<file path="src/rtl/gate_pkg.sv">
// gate_pkg: shared FSM state encoding, sensor codes and gate decode for the lane controller.
//   Types : state_t (3-bit) IDLE, IN_A, IN_AB, IN_B, OUT_B, OUT_BA, OUT_A, DENY
//   Consts: S_CLR, S_A, S_B, S_AB as {sa,sb} sensor codes
//   Func  : gate_is_open(state) -> 1 when the gate should be open in that state
package gate_pkg;
   typedef enum logic [2:0] {
      IDLE   = 3'd0,
      IN_A   = 3'd1,
      IN_AB  = 3'd2,
      IN_B   = 3'd3,
      OUT_B  = 3'd4,
      OUT_BA = 3'd5,
      OUT_A  = 3'd6,
      DENY   = 3'd7
   } state_t;
   localparam logic [1:0] S_CLR = 2'b00;
   localparam logic [1:0] S_A   = 2'b10;
   localparam logic [1:0] S_B   = 2'b01;
   localparam logic [1:0] S_AB  = 2'b11;
   function automatic logic gate_is_open(input state_t st);
      return !(st == IDLE || st == DENY);
   endfunction
endpackage

</file>
<file path="src/rtl/gate_sensor_sync.sv">
// gate_sensor_sync: 2-flop synchronizer for one beam sensor.
//   clk   in  system clock
//   reset in  synchronous active-low reset, both flops clear to 0
//   d     in  asynchronous sensor level
//   q     out sensor level synchronous to clk (2-cycle latency)
module gate_sensor_sync (
   input  logic clk,
   input  logic reset,
   input  logic d,
   output logic q
);
   logic meta;
   always_ff @(posedge clk)
      if (!reset) {q, meta} <= 2'b00;
      else {q, meta} <= {meta, d};
endmodule

</file>
<file path="src/rtl/gate_seq_ctrl.sv">
// gate_seq_ctrl: lane controller decoding beam-sensor order into entry/exit count pulses and gate control.
//   clk       in  system clock, rising edge
//   reset     in  synchronous active-low reset
//   sa, sb    in  outer / inner beam sensors, 1 = blocked
//   occ_cnt   in  current occupancy from the counter datapath
//   cor_enter out one-cycle pulse per completed entry
//   cor_exit  out one-cycle pulse per completed exit
//   gate_open out gate actuator, 1 = open
//   full      out occ_cnt >= CAPACITY (combinational, not reset)
//   err       out sticky fault flag, cleared only by reset
//   Build option: define GATE_SENSOR_SYNC_EN to insert 2-flop synchronizers on sa/sb
//   (adds 2 cycles to every sensor-to-output latency).
module gate_seq_ctrl
   import gate_pkg::*;
#(
   parameter int CNT_W    = 4,
   parameter int CAPACITY = 15,
   parameter int TIMEOUT  = 1000
) (
   input  logic             clk,
   input  logic             reset,
   input  logic             sa,
   input  logic             sb,
   input  logic [CNT_W-1:0] occ_cnt,
   output logic             cor_enter,
   output logic             cor_exit,
   output logic             gate_open,
   output logic             full,
   output logic             err
);
   localparam int TW = $clog2(TIMEOUT + 1);
   localparam logic [TW-1:0] T_MAX = TW'(TIMEOUT);
   localparam logic [TW-1:0] T_LAST = TW'(TIMEOUT - 1);
   localparam logic [CNT_W-1:0] CAP = CNT_W'(CAPACITY);
   state_t state, nxt;
   logic [TW-1:0] timer;
   logic [1:0] s;
   logic tmo;
`ifdef GATE_SENSOR_SYNC_EN
   logic sa_q, sb_q;
   gate_sensor_sync u_sync_a (.clk(clk), .reset(reset), .d(sa), .q(sa_q));
   gate_sensor_sync u_sync_b (.clk(clk), .reset(reset), .d(sb), .q(sb_q));
   assign s = {sa_q, sb_q};
`else
   assign s = {sa, sb};
`endif
   assign full = occ_cnt >= CAP;
   assign tmo = state != IDLE && timer == T_LAST;
   // a stalled passage overrides any sensor-driven move and parks in DENY
   always_comb begin
      nxt = state;
      case (state)
         IDLE:    nxt = (s == S_A) ? (full ? DENY : IN_A) : (s == S_B) ? OUT_B : IDLE;
         IN_A:    nxt = (s == S_AB) ? IN_AB : (s == S_CLR) ? IDLE : IN_A;
         IN_AB:   nxt = (s == S_B) ? IN_B : (s == S_A) ? IN_A : IN_AB;
         IN_B:    nxt = (s == S_CLR) ? IDLE : (s == S_AB) ? IN_AB : IN_B;
         OUT_B:   nxt = (s == S_AB) ? OUT_BA : (s == S_CLR) ? IDLE : OUT_B;
         OUT_BA:  nxt = (s == S_A) ? OUT_A : (s == S_B) ? OUT_B : OUT_BA;
         OUT_A:   nxt = (s == S_CLR) ? IDLE : (s == S_AB) ? OUT_BA : OUT_A;
         DENY:    nxt = (s == S_CLR) ? IDLE : DENY;
         default: nxt = IDLE;
      endcase
      if (tmo) nxt = DENY;
   end
   always_ff @(posedge clk)
      if (!reset) begin
         state     <= IDLE;
         timer     <= '0;
         cor_enter <= 1'b0;
         cor_exit  <= 1'b0;
         gate_open <= 1'b0;
         err       <= 1'b0;
      end else begin
         state     <= nxt;
         // timeout re-entering DENY is not a state change, so the timer saturates instead of restarting
         timer     <= (nxt != state) ? '0 : (state != IDLE && timer != T_MAX) ? timer + 1'b1 : timer;
         cor_enter <= state == IN_B && s == S_CLR && !tmo;
         cor_exit  <= state == OUT_A && s == S_CLR && occ_cnt != '0 && !tmo;
         gate_open <= gate_is_open(nxt);
         err       <= err | tmo | (state == IDLE && s == S_AB) | (state == OUT_A && s == S_CLR && occ_cnt == '0);
      end
endmodule

</file>
<file path="config.mk">
export PLATFORM = sky130hd
export DESIGN_NAME = gate_seq_ctrl
export DESIGN_NICKNAME = d
export VERILOG_FILES = /design/src/rtl/gate_pkg.sv /design/src/rtl/gate_sensor_sync.sv /design/src/rtl/gate_seq_ctrl.sv
export SDC_FILE = /design/constraint.sdc
export NUM_CORES = 1
export LEC_CHECK = 0
export ABC_AREA = 1
export CAP_MARGIN = 10
export CORE_MARGIN = 2
export CORE_UTILIZATION = 30
export DETAILED_ROUTE_END_ITERATION = 6
export PLACE_DENSITY_LB_ADDON = 0.15
export SLEW_MARGIN = 40
export SYNTH_ARGS = -nofsm -noshare
export SYNTH_HDL_FRONTEND = slang
export SYNTH_SLANG_ARGS = --single-unit
</file>
<file path="constraint.sdc">
create_clock -name clk -period 1.3 [get_ports clk]
set_input_delay 0.195 -clock clk [delete_from_list [all_inputs] [get_ports clk]]
set_output_delay 0.195 -clock clk [all_outputs]
set_load 0.02 [all_outputs]
</file>
# After elaboration in Yosys (flattened, before gate mapping)
# Index checks and enable logic that the tools add are counted.
# totals
latchBits	0
in_bits	8
n_memories	0
ramBits	0
ff_bits	17
rom_bits	0
# op_classes
shifts	0
n_bitwise	4
n_lt_le_gt_ge	1
n_mul	0
n_mux	18
n_div	0
reduce_logical	19
n_addsub	1
n_eq_ne	14
# op_table
cell	count
$mux 3	8
$pmux 3 s8	1
$eq 3x3->1 const B	5
$mux 2	6
$add 10x1->10 const B	1
$eq 10x10->1 const B	1
$ne 10x10->1 const B	1
$logic_and 1x1->1	9
$eq 3x2->1 const B	2
$logic_not 3->1	2
$eq 2x2->1 const B	2
$ge 4x4->1 const B	1
$logic_not 4->1	1
$reduce_bool 4->1	1
$eq 3x1->1 const B	1
$mux 1	3
$ne 3x3->1	1
$or 1x1->1	3
$reduce_bool 3->1	1
$eq 2x1->1 const B	1
$logic_not 1->1	2
$logic_not 2->1	1
$reduce_or 2->1	1
$logic_or 1x1->1	1
$not 1->1	1

# Longest topological paths before layout
# depth
word_depth	8
depth_mapped	12

# Worst setup path before layout
# No wires, ideal clock.
# synth_path
path_kind	reg2reg
from	register timer[0]
to	register timer[0]
t_arrival_ns	1.358
synth_period_minus_slack_ns	1.424
required_ns	1.234
setup_ns	0.066
slack_ns	-0.124
stages_incl_launch_ff	12
n_path_buf	0
path_cell_list	dfxtp_1 ha_1 nand2_1 inv_1 nand2_2 nor2_4 nor2_2 nand2_2 nand2_1 nand2_1 nand3_4 nor2_1
# synth_via
elab_chain_cells	5
# synth_rtl
element	line	rtl
start, declared	gate_seq_ctrl.sv:36	logic [TW-1:0] timer;
start signal, assigned	gate_seq_ctrl.sv:76	timer <= (nxt != state) ? '0 : (state != IDLE && timer != T_MAX) ? timer + 1'b1 : timer;
$eq 10x10->1	gate_seq_ctrl.sv:48	assign tmo = state != IDLE && timer == T_LAST;
$logic_and 1x1->1	gate_seq_ctrl.sv:48	
$mux 3	gate_seq_ctrl.sv:63	if (tmo) nxt = DENY;
$ne 3x3->1	gate_seq_ctrl.sv:76	
$reduce_or 2->1 (no line)	-	
# Several ways; a longest one is shown, not always the timed one.
# A chain may end at the register's enable or synchronous reset.

# Worst setup path in the final report
# layout_path
from	register timer[0]
to	register timer[9]
# The elaborated chain is that of the path after synthesis.

==> summary.md <==
| Metric | Value |
|---|---|
| Outcome | finished, violations left |
| Violated checks | setup timing |
| Share of layout cells above drive strength 1 | 0.481 |
| Most common cell after layout, fill and taps aside | buf_4 |
| Clk slew on worst S/H paths | 0.07 ns |
| #FFs+latches synth | 17 |
| First-pass GRT wire length | 5.58 mm |
| Crit Path Max Fanout | 5 |
| Reg power frac | 0.395 |
| CP Data Arrival Time | 1.64 ns |
| Sink Count | 17 |
| Routed WL | 3.16 mm |
| Max Freq | 693 MHz |
| Placed wire-length estimate | 2.28 mm |
| # port buffers | 12 |
| # rows | 22 |
| Comb pwr share | 0.319 |
| Final Hold Viols | 0 |
| Synth-to-layout area growth | 60.8% |
| Pint | 959 uW |
| Placed cell area | 0.00165 sq mm |
| Largest net degree at the start of global routing | 10 |
| GR Overflow Total | 0 |
| Setup CP Type | flop to flop |
| Switching share of power | 0.327 |
| Crit end category | flop |
| Multi-input combinational cell area | 861 sq um |
| CP dominant cell by count | nand2_2 |
| Hold depth | 3 |
| Clk root buf | clkbuf_8 |
| Largest stage delay, worst path | 0.37 ns |
| Synth Cell Area | 0.00117 sq mm |
| Yosys top cell by area | dfxtp_1 |
| P_sw | 466 uW |
| Min-delay src | occ_cnt[2] |
| Initial Util | 0.315 |
| Slowest CP cell | dfxtp_4 |
| Worst setup margin | -0.143 ns |
| Register area share after synthesis | 0.291 |
| Fin cells | 283 |
| Tot GR Track Use | 0.162 |
| Worst slew pin tran | 0.380 ns |
| Antenna Nets Post-Route | 0 |
| Leak | 0.870 nW |
| Finished Cell Area | 0.00188 sq mm |
| Critical path launch point type | flop |
| Yosys cell types | 19 |
| ANT cells | 0 |
| Initial antenna violation count | 0 |
| Leading cell types in the layout, fill and taps excluded | buf_4 (38), nand2_1 (23), inv_1 (20) |
| RSZ-0062 raised after global routing | true |
| Die area | 0.00442 sq mm |
| Ys Warns | 0 |
| Core Region | 0.00372 sq mm |
| Pwr Total | 1.43 mW |
| Number of global-route vias before repair | 1,314 |
| Final Skew | 0.00156 ns |
| Max Cap Violations | 0 |
| Maximum ir drop on the vdd rail | 0.000365 V |
| FF-to-FF path depth | 11 |
| CTS tree | yes |
| Vias per inst | 4.52 |
| Clock buffer count from CTS | 3 |
| Hold_buf cts | 0 |
| Setup violations, final | 12 |
| Critical R2R Launch | timer[0]$_SDFFE_PP0P_ |
| Slew HR | 0.744 |
| Die Span Y | 66.5 microns |
| Slack of the worst reg-to-reg path | -0.14 ns |
| Hold crit path type | input port to flop |
| Clk buf depth | 2 |
| Synth area leaders | dfxtp_1 (29%), nand2_1 (10%), inv_1 (9.9%) |
| Storage cell area | 364 sq um |
| Setup TNS Final | -1.50 ns |
| GPL Wtd Cong | 0.793 |
| Clk_lat worst skew | 0.25 ns |
| Fillers | 375 |
| Initial DRT Pass Iterations | 4 |
| Die width | 66.5 microns |
| Nets | 250 |
| Syn nets | 192 |
| Synthesized instance count | 178 |
| DR WL/cell | 11.2 microns |
| Dpl cells | 271 |
| CTS H-tree lvls | 1 |
| Final core utilization | 0.507 |
| Crit path cell chain | ha_4, nand2_2, inv_2, nand2_4, nor2_4, nor2_4, nand2_2, nand2_1, nand2_2, nand3_4, nor2_1 |
| Clock Power Share | 0.286 |
| Min Tclk post-route | 1.44 ns |
| # DRC | 0 |
| Critical Path RT | 1.49 ns |
| IO Pins | 13 |
| Drt initial violations | 37 |
| Synthesized area per cell | 6.58 sq um |
| Slew Limit Fails | 0 |
| Vias | 1,279 |
| Pwr/cell area | 757 mW/mm^2 |
| Final period util | 1.11 |
| Crit. Startpoint | timer[0]$_SDFFE_PP0P_ |
| Synth top area share | 0.291 |
## layout make-up
cell class / instances / area share
Clock buffer: 4 / 0.0239
Inverter: 33 / 0.0671
Multi-Input combinational cell: 128 / 0.457
Sequential cell: 17 / 0.193
Tap cell: 48 / 0.0319
Timing Repair Buffer: 53 / 0.227
## what timing repair did
item	CTS	global route
endpoints found under the hold margin	0	0
gates cloned	1	0
buffers inserted	6	2
pin swaps	24	12
gates resized for setup	41	23
setup endpoints to repair	20	14
## through the flow
stage / hold slack, ns / setup WS [ns]
final: 0.297 / -0.143
after detailed placement: 0.540 / -0.767
after global placement: 0.545 / -0.720
after floorplan: 0.293 / -0.0691
after CTS: 0.407 / -0.163
after global routing: 0.364 / -0.248
## path summary, 6_finish.rpt
kind,endpoint
worst max-delay path,timer[9]$_SDFFE_PP0P_
worst min register to register,err$_SDFF_PN0_
worst min-delay path,cor_exit$_SDFF_PN0_
worst max register to register,timer[9]$_SDFFE_PP0P_
## critical path, delay by kind of cell, from the launching register on
family	cells	cell delay (ns)
adder cells (fa/ha/maj)	1	0.14
buffers and inverters	1	0.06
AND/OR/NAND/NOR	9	0.82
flip-flops	1	0.37
## state kept, by name (all words and copies together) (netlist names)
name       cells
gate_open      1
cor_enter      1
cor_exit       1
err            1
state          3
timer         10
## synth_stat cells, drive strengths merged
library cell / number
a21oi: 4
buf: 1
dfxtp: 17
ha: 6
inv: 33
nand2: 38
nand3: 21
nand4: 4
nor2: 34
nor3: 6
nor4: 2
o21ai: 4
xor2: 8
## cells by family (layout without fill, tap and decap cells)
logic type,count (synthesis),after routing,synth area share
AO/OA/AOI/OAI,8,8,0.0342
XOR/XNOR,8,8,0.0598
adder cells (fa/ha/maj),6,6,0.0641
buffers and inverters,34,90,0.115
flip-flops,17,17,0.291
AND/OR/NAND/NOR,105,106,0.436
## power by group through the flow
stage          logic [mW]  clock network [mW]  registers, mW
5_1_grt             0.501               0.448          0.566
3_3_place_gp        0.376                   0          0.575
3_5_place_dp        0.378                   0          0.575
6_report            0.455               0.408          0.563
2_1_floorplan       0.216                   0          0.582
4_1_cts             0.435               0.414          0.563
## routing by layer
metal / vias to the layer above / GRT usage / part of all wire / routed length [microns]
met4: 0 / 0.0485 / 0.014 / 44
met2: 19 / 0.289 / 0.50 / 1590
met3: 4 / 0.0253 / 0.025 / 80
met1: 584 / 0.199 / 0.46 / 1440
met5: - / 0 / 0 / 0
li1: 672 / - / - / -
(Power assumes the default switching activity.)
